### src/rtl/ram_access_ctrl_if.sv
// Bus bundle between a request/response initiator and the RAM pins it drives.
// The controller takes the slave view; a sequencer/RAM pair takes the master view.
interface ram_access_ctrl_if #(
  parameter int DATA_W = 4,
  parameter int ADDR_W = 4
);
  logic              req_valid;
  logic              req_ready;
  logic              req_we;
  logic [ADDR_W-1:0] req_addr;
  logic [DATA_W-1:0] req_wdata;
  logic              rsp_valid;
  logic              rsp_ready;
  logic [DATA_W-1:0] rsp_data;
  logic              rsp_we;
  logic [ADDR_W-1:0] ram_addr;
  logic [DATA_W-1:0] ram_datain;
  logic              ram_read;
  logic              ram_write;
  logic [DATA_W-1:0] ram_dataout;

  modport slave (
    input  req_valid, req_we, req_addr, req_wdata, rsp_ready, ram_dataout,
    output req_ready, rsp_valid, rsp_data, rsp_we, ram_addr, ram_datain, ram_read, ram_write
  );

  modport master (
    output req_valid, req_we, req_addr, req_wdata, rsp_ready, ram_dataout,
    input  req_ready, rsp_valid, rsp_data, rsp_we, ram_addr, ram_datain, ram_read, ram_write
  );
endinterface

### src/rtl/ram_access_ctrl.sv
// Single-outstanding RAM initiator: sequences setup, strobe and recovery phases on the RAM
// pins for each accepted request, then holds a registered response until it is taken.
module ram_access_ctrl #(
  parameter int DATA_W       = 4,
  parameter int ADDR_W       = 4,
  parameter int SETUP_CYC    = 1,
  parameter int STROBE_CYC   = 2,
  parameter int RECOVERY_CYC = 1
) (
  input  logic             clk,
  input  logic             rst,
  ram_access_ctrl_if.slave bus
);

  localparam int MAX_SR  = (SETUP_CYC > RECOVERY_CYC) ? SETUP_CYC : RECOVERY_CYC;
  localparam int MAX_CYC = (STROBE_CYC > MAX_SR) ? STROBE_CYC : MAX_SR;
  localparam int CNT_W   = (MAX_CYC > 1) ? $clog2(MAX_CYC) : 1;

  typedef enum logic [2:0] {
    S_IDLE,
    S_SETUP,
    S_STROBE,
    S_RECOVER,
    S_RESP
  } state_t;

  state_t            r_state, w_state_nxt;
  logic [CNT_W-1:0]  r_cnt, w_cnt_nxt;
  logic              w_phase_done;
  logic              w_accept;

  logic              r_we, w_we_nxt;
  logic [ADDR_W-1:0] r_ram_addr, w_ram_addr_nxt;
  logic [DATA_W-1:0] r_ram_datain, w_ram_datain_nxt;
  logic              r_ram_read, w_ram_read_nxt;
  logic              r_ram_write, w_ram_write_nxt;
  logic              r_rsp_valid, w_rsp_valid_nxt;
  logic [DATA_W-1:0] r_rsp_data, w_rsp_data_nxt;
  logic              r_rsp_we, w_rsp_we_nxt;

  assign w_accept = (r_state == S_IDLE) && bus.req_valid;

  always_comb begin
    // NOTE: every combinational output gets a default first so no path infers a latch.
    w_phase_done = 1'b0;
    case (r_state)
      S_SETUP:   w_phase_done = (r_cnt == CNT_W'(SETUP_CYC - 1));
      S_STROBE:  w_phase_done = (r_cnt == CNT_W'(STROBE_CYC - 1));
      S_RECOVER: w_phase_done = (r_cnt == CNT_W'(RECOVERY_CYC - 1));
      default:   w_phase_done = 1'b0;
    endcase
  end

  // State register
  always_ff @(posedge clk) begin
    // NOTE: sequential state uses non-blocking assignments so every flop samples pre-edge values.
    if (rst) begin
      r_state <= S_IDLE;
      r_cnt   <= '0;
    end else begin
      r_state <= w_state_nxt;
      r_cnt   <= w_cnt_nxt;
    end
  end

  // Next-state decode; the phase counter restarts at zero on every phase change
  always_comb begin
    w_state_nxt = r_state;
    w_cnt_nxt   = r_cnt;
    case (r_state)
      S_IDLE: begin
        if (bus.req_valid) begin
          w_state_nxt = S_SETUP;
          w_cnt_nxt   = '0;
        end
      end
      S_SETUP, S_STROBE, S_RECOVER: begin
        if (w_phase_done) begin
          w_cnt_nxt = '0;
          case (r_state)
            S_SETUP:  w_state_nxt = S_STROBE;
            S_STROBE: w_state_nxt = S_RECOVER;
            default:  w_state_nxt = S_RESP;
          endcase
        end else begin
          w_cnt_nxt = r_cnt + CNT_W'(1);
        end
      end
      S_RESP: begin
        if (bus.rsp_ready) w_state_nxt = S_IDLE;
      end
      default: begin
        w_state_nxt = S_IDLE;
        w_cnt_nxt   = '0;
      end
    endcase
  end

  // Output decode from the upcoming state, so the registered pins change on the phase edge
  always_comb begin
    w_we_nxt         = w_accept ? bus.req_we    : r_we;
    w_ram_addr_nxt   = w_accept ? bus.req_addr  : r_ram_addr;
    w_ram_datain_nxt = w_accept ? bus.req_wdata : r_ram_datain;
    w_rsp_we_nxt     = w_accept ? bus.req_we    : r_rsp_we;
    w_ram_write_nxt  = (w_state_nxt == S_STROBE) &&  w_we_nxt;
    w_ram_read_nxt   = (w_state_nxt == S_STROBE) && !w_we_nxt;
    w_rsp_valid_nxt  = (w_state_nxt == S_RESP);
    w_rsp_data_nxt   = r_rsp_data;
    if (w_accept) begin
      w_rsp_data_nxt = '0;
    end else if ((r_state == S_STROBE) && w_phase_done && !r_we) begin
      w_rsp_data_nxt = bus.ram_dataout;
    end
  end

  always_ff @(posedge clk) begin
    if (rst) begin
      r_we         <= 1'b0;
      r_ram_addr   <= '0;
      r_ram_datain <= '0;
      r_ram_read   <= 1'b0;
      r_ram_write  <= 1'b0;
      r_rsp_valid  <= 1'b0;
      r_rsp_data   <= '0;
      r_rsp_we     <= 1'b0;
    end else begin
      r_we         <= w_we_nxt;
      r_ram_addr   <= w_ram_addr_nxt;
      r_ram_datain <= w_ram_datain_nxt;
      r_ram_read   <= w_ram_read_nxt;
      r_ram_write  <= w_ram_write_nxt;
      r_rsp_valid  <= w_rsp_valid_nxt;
      r_rsp_data   <= w_rsp_data_nxt;
      r_rsp_we     <= w_rsp_we_nxt;
    end
  end

  assign bus.req_ready  = (r_state == S_IDLE);
  assign bus.rsp_valid  = r_rsp_valid;
  assign bus.rsp_data   = r_rsp_data;
  assign bus.rsp_we     = r_rsp_we;
  assign bus.ram_addr   = r_ram_addr;
  assign bus.ram_datain = r_ram_datain;
  assign bus.ram_read   = r_ram_read;
  assign bus.ram_write  = r_ram_write;

endmodule

### src/flat_wrapper.sv
// flat-port wrapper written by rule: the top's interface ports become plain ports
module ram_access_ctrl_flat 
#(
  parameter int DATA_W       = 4,
  parameter int ADDR_W       = 4,
  parameter int SETUP_CYC    = 1,
  parameter int STROBE_CYC   = 2,
  parameter int RECOVERY_CYC = 1
)
  (clk, rst, bus_req_valid, bus_req_we, bus_req_addr, bus_req_wdata, bus_rsp_ready, bus_ram_dataout, bus_req_ready, bus_rsp_valid, bus_rsp_data, bus_rsp_we, bus_ram_addr, bus_ram_datain, bus_ram_read, bus_ram_write);
  ram_access_ctrl_if #(.DATA_W(DATA_W), .ADDR_W(ADDR_W)) bus_i ();
  input  logic clk;
  input  logic rst;
  input wire logic [$bits(bus_i.req_valid)-1:0] bus_req_valid;
  input wire logic [$bits(bus_i.req_we)-1:0] bus_req_we;
  input wire logic [$bits(bus_i.req_addr)-1:0] bus_req_addr;
  input wire logic [$bits(bus_i.req_wdata)-1:0] bus_req_wdata;
  input wire logic [$bits(bus_i.rsp_ready)-1:0] bus_rsp_ready;
  input wire logic [$bits(bus_i.ram_dataout)-1:0] bus_ram_dataout;
  output wire logic [$bits(bus_i.req_ready)-1:0] bus_req_ready;
  output wire logic [$bits(bus_i.rsp_valid)-1:0] bus_rsp_valid;
  output wire logic [$bits(bus_i.rsp_data)-1:0] bus_rsp_data;
  output wire logic [$bits(bus_i.rsp_we)-1:0] bus_rsp_we;
  output wire logic [$bits(bus_i.ram_addr)-1:0] bus_ram_addr;
  output wire logic [$bits(bus_i.ram_datain)-1:0] bus_ram_datain;
  output wire logic [$bits(bus_i.ram_read)-1:0] bus_ram_read;
  output wire logic [$bits(bus_i.ram_write)-1:0] bus_ram_write;
  assign bus_i.req_valid = bus_req_valid;
  assign bus_i.req_we = bus_req_we;
  assign bus_i.req_addr = bus_req_addr;
  assign bus_i.req_wdata = bus_req_wdata;
  assign bus_i.rsp_ready = bus_rsp_ready;
  assign bus_i.ram_dataout = bus_ram_dataout;
  assign bus_req_ready = bus_i.req_ready;
  assign bus_rsp_valid = bus_i.rsp_valid;
  assign bus_rsp_data = bus_i.rsp_data;
  assign bus_rsp_we = bus_i.rsp_we;
  assign bus_ram_addr = bus_i.ram_addr;
  assign bus_ram_datain = bus_i.ram_datain;
  assign bus_ram_read = bus_i.ram_read;
  assign bus_ram_write = bus_i.ram_write;
  ram_access_ctrl #(.DATA_W(DATA_W), .ADDR_W(ADDR_W), .SETUP_CYC(SETUP_CYC), .STROBE_CYC(STROBE_CYC), .RECOVERY_CYC(RECOVERY_CYC)) u_core (.clk(clk), .rst(rst), .bus(bus_i));
endmodule
### config.mk
export PLATFORM = sky130hd
export DESIGN_NAME = ram_access_ctrl_flat
export DESIGN_NICKNAME = d
export VERILOG_FILES = /design/src/rtl/ram_access_ctrl_if.sv /design/src/rtl/ram_access_ctrl.sv /design/src/flat_wrapper.sv
export SDC_FILE = /design/constraint.sdc
export NUM_CORES = 1
export LEC_CHECK = 0
export BUFFER_PORTS_ARGS = -buffer_cell sky130_fd_sc_hd__buf_4
export CORE_MARGIN = 5
export CORE_UTILIZATION = 45
export DETAILED_ROUTE_END_ITERATION = 6
export GPL_TIMING_DRIVEN = 0
export PLACE_DENSITY = 0.79
export SLEW_MARGIN = 20
export SYNTH_ARGS = -nofsm -noshare
export SYNTH_HDL_FRONTEND = slang
export SYNTH_SLANG_ARGS = --single-unit
### constraint.sdc
create_clock -name clk -period 2.27 [get_ports clk]
set_clock_uncertainty 0.2 [all_clocks]
set_input_delay 0.454 -clock clk [delete_from_list [all_inputs] [get_ports clk]]
set_output_delay 0.454 -clock clk [all_outputs]
set_load 0.1 [all_outputs]
## Word-level counts from Yosys, hierarchy flattened

Index checks and enable logic that the tools add are counted.

| word-level totals | value |
|---|---|
| input bits | 17 |
| flip-flop bits (word level) | 21 |

| cells by class | value |
|---|---|
| bitwise gates (word level) | 2 |
| $add $sub $neg | 1 |
| reductions and logical operators | 12 |
| multiplexer cells | 10 |
| equal/unequal tests | 7 |

Operators with widths:

| cell | number |
|---|---|
| $eq A3 B2 Y1 const B | 3 |
| $mux W3 | 3 |
| $pmux W3 S3 | 1 |
| $eq A3 B3 Y1 const B | 2 |
| $pmux W3 S2 | 1 |
| $logic_and A1 B1 Y1 | 5 |
| $reduce_or A2 Y1 | 2 |
| $eq A3 B1 Y1 const B | 1 |
| $logic_not A3 Y1 | 1 |
| $mux W1 | 3 |
| $pmux W1 S3 | 1 |
| $reduce_or A3 Y1 | 1 |
| $logic_not A1 Y1 | 2 |
| $ne A2 B2 Y1 const B | 1 |
| $not A1 Y1 | 2 |
| $pmux W1 S2 | 1 |
| $reduce_and A2 Y1 | 1 |
| $add A1 B1 Y1 const B | 1 |

## Depth between registers and ports, before layout

| logic depth | value |
|---|---|
| depth in word-level cells | 7 |
| depth in mapped cells | 5 |
| mapped depth without buffers | 3 |

## Worst setup path after synthesis

No wires, ideal clock.

| path | value |
|---|---|
| kind | register to output |
| start | register u_core.r_state[1] |
| end | output port bus_req_ready |
| setup slack | -0.914 ns |
| path buffers | 1 |
| cell stages (with the launch flop) | 3 |
| arrival | 2.530 ns |
| cell sequence | dfxtp_1 buf_2 nor3_1 |

| between the ends | value |
|---|---|
| cells in the longest elaborated chain, start to end | 1 |

Ends and longest elaborated chain:

| item | line | text |
|---|---|---|
| start: declaration | ram_access_ctrl.sv:27 | `state_t r_state, w_state_nxt;` |
| start signal: assignment | ram_access_ctrl.sv:61 | `r_state <= w_state_nxt;` |
| $logic_not A3 Y1 | ram_access_ctrl.sv:138 | `assign bus.req_ready = (r_state == S_IDLE);` |
| end: declaration | flat_wrapper.sv:20 | `output wire logic [$bits(bus_i.req_ready)-1:0] bus_req_ready;` |

No other way between the ends.

## Final worst setup path

| path | value |
|---|---|
| start | register u_core.r_state[2] |
| end | output port bus_req_ready |

The elaborated chain is that of the path after synthesis.

==> impl_metrics.tcl <==
set metrics [dict create \
    cts_tree "built" \
    dr.pass1.iters 3 \
    die_h_um 53.2 \
    final_max_slew_viol_count 0 \
    via_per_inst 4.92 \
    postPlaceCellArea_um2 1120 \
    finalWeightedCongestion 0.798 \
    instances_no_fill 155 \
    drive_gt1_share_pct 33.1 \
    vdd_ir_drop_max_mv 0.464 \
    setup_viol_count_final 0 \
    coreArea_um2 1750 \
    worstPathRequired_ps 1620 \
    grt_max_degree 13 \
    synthArstFlopShare_pct 0 \
    worst_r2r_endpoint "u_core.bus.ram_datain[3]" \
    postLayoutCellArea_um2 1150 \
    ys_seq_area_share_pct 50.1 \
    syn_area_um2 838 \
    antenna_found_initial 0 \
    drt_iter0_markers 3 \
    ctsHoldBuffers 0 \
    clock.fmax_ghz 0.501 \
    track_usage_pct 13.8 \
    numCtsBuffers 3 \
    maxUsedRoutingLayer "met4" \
    reg2reg_depth 4 \
    synth_fp_nets 111 \
    power_density_nw_per_um2 798 \
    cts.clk_slew.worst_paths_ps 120 \
    synth-edff-count 0 \
    cp.arrival_ps 1340 \
    min_period_ps 2000 \
    drc 0 \
    start_util_pct 48.0 \
    r2r-start "u_core.r_state[2]" \
    overflow 0 \
    insertion_delay_ps 300 \
    wl_per_cell_um 11.7 \
    rsz0062_at_grt "false" \
    ys_ff_latch 21 \
    mostFrequentLayoutCells "buf_4, dfxtp_1, nand2_1" \
    cap_viol_max_count 0 \
    p_leak_nw 0.495 \
    yosys_warnings 0 \
    synth_area_per_cell_um2 8.92 \
    fin_nets 148 \
    grt_pass1_wl_um 2870 \
    slew-limit-headroom_pct 50.5 \
    yosysUniqueCellTypes 24 \
    dieArea_um2 2830 \
    drt_wl_total_um 1810 \
    hold_end "u_core.bus.ram_datain[2]" \
    ctsResizeCount 0 \
    wl_met3_um 73 \
    grt_pass1_vias 684 \
    cts_setup_buffers 0 \
    cp_max_fo 10 \
    htree_levels 1 \
    worstHoldStart "bus_req_wdata[2]" \
    synthFlopType "dfxtp_1" \
    clock-root-buffer "clkbuf_4" \
    dp.cells 151 \
    endpoint_kind "output port" \
    final_common_cell "buf_4" \
    dp_hpwl_um 1410 \
    ant_nets 0 \
    cts_buffer_depth 2 \
    rrSetupSlack_ps 460 \
    worstSetupPathType "flop to output port" \
    syn_inst 94 \
    vias 762 \
    hold_depth 3 \
    io_buffers 32 \
    die_x_um 53.2 \
    worstMarginPinSlew_ps 741 \
    area_delta_synth_final_pct 37.0 \
    fin_crit_sh_pct 87.9 \
    drt-met1-wl_um 762 \
    n_antenna_cell 0 \
    rows 15 \
    critPathLaunchType "flop" \
    ios 34 \
    hold_viol 0 \
    status "finished clean" \
    cts_sinks 21 \
    route.met2.wl_um 945 \
    finalSetupTns_ps 0 \
    hold_path.class "input port to flop" \
]
==> layout make-up <==
cell class              instances  area, um^2
clock inverters                 1        5.00
well taps                      25        31.3
multi-input cells              65         383
fillers                       168         597
plain buffers                   6        38.8
clock buffers                   3        22.5
flip-flops and latches         21         420
inverters                       2        7.51
repair buffers                 32         240
==> critical path, cell delays in order (launching register included) <==
cell and delay [ps]:
dfxtp_1 350, clkbuf_1 230, nor3_4 160, buf_4 310
==> sequential cells by signal, summed over array words and instances, names as in the netlist <==
signal,flops
u_core.bus.ram_addr,4
u_core.r_state,3
u_core.bus.ram_datain,4
u_core.r_cnt,1
u_core.bus.ram_read,1
u_core.r_we,1
u_core.bus.rsp_we,1
u_core.bus.ram_write,1
u_core.bus.rsp_data,4
u_core.bus.rsp_valid,1
==> synthesized netlist by cell type, types with 2 or more instances <==
master | count | area share [%]
a21oi_1 | 13 | 7.8
o21ai_0 | 4 | 2.4
buf_6 | 2 | 2.7
xnor2_1 | 2 | 2.1
clkbuf_1 | 3 | 1.3
inv_1 | 2 | 0.90
nor3_1 | 4 | 2.4
nor2b_1 | 2 | 1.5
nand3b_1 | 4 | 3.6
nor2_1 | 6 | 2.7
mux2i_1 | 2 | 2.4
dfxtp_1 | 21 | 50
nand2_1 | 18 | 8.1
==> where the power goes <==
group          switching (mW)  internal [mW]
logic                   0.232         0.0982
registers              0.0157          0.394
clock network           0.111         0.0656
total                   0.359          0.558
==> worst max-delay path by stage <==
stage,startpoint,to,slack [ps],cells past startpoint
global route,u_core.r_state[2],bus_req_ready,140,3
detailed placement,u_core.r_state[2],u_core.bus.ram_datain[3],450,4
global placement,u_core.r_state[2],u_core.bus.ram_addr[3],490,4
floorplan,u_core.r_state[2],bus_req_ready,350,2
finish,u_core.r_state[2],bus_req_ready,270,3
CTS,u_core.r_state[2],bus_req_ready,260,3
==> cell families after synthesis <==
logic type	share of synthesized area, %
multiplexers	2.39
AO/OA/AOI/OAI	11.9
buffers and inverters	5.52
XOR/XNOR	2.09
flip-flops	50.1
AND/OR/NAND/NOR	27.9
==> routing by layer <==
layer  vias to the layer above  GRT usage, %
met1                       354          15.3
met5                         -             0
met3                         2          1.97
met4                         0          7.66
li1                        390             -
met2                        16          24.8
==> stage by stage <==
stage | util [%] | total power [mW] | hold WS, ps | setup WS, ps
after global routing | 65.8 | 0.970 | 160 | 138
after CTS | 65.8 | 0.924 | 180 | 260
after detailed placement | 64.2 | 0.751 | 249 | 446
final | 65.8 | 0.917 | 183 | 274
after floorplan | - | 0.677 | 264 | 349
after global placement | 64.2 | 0.747 | 243 | 487
No activity file was read; power rests on OpenSTA's default activity.
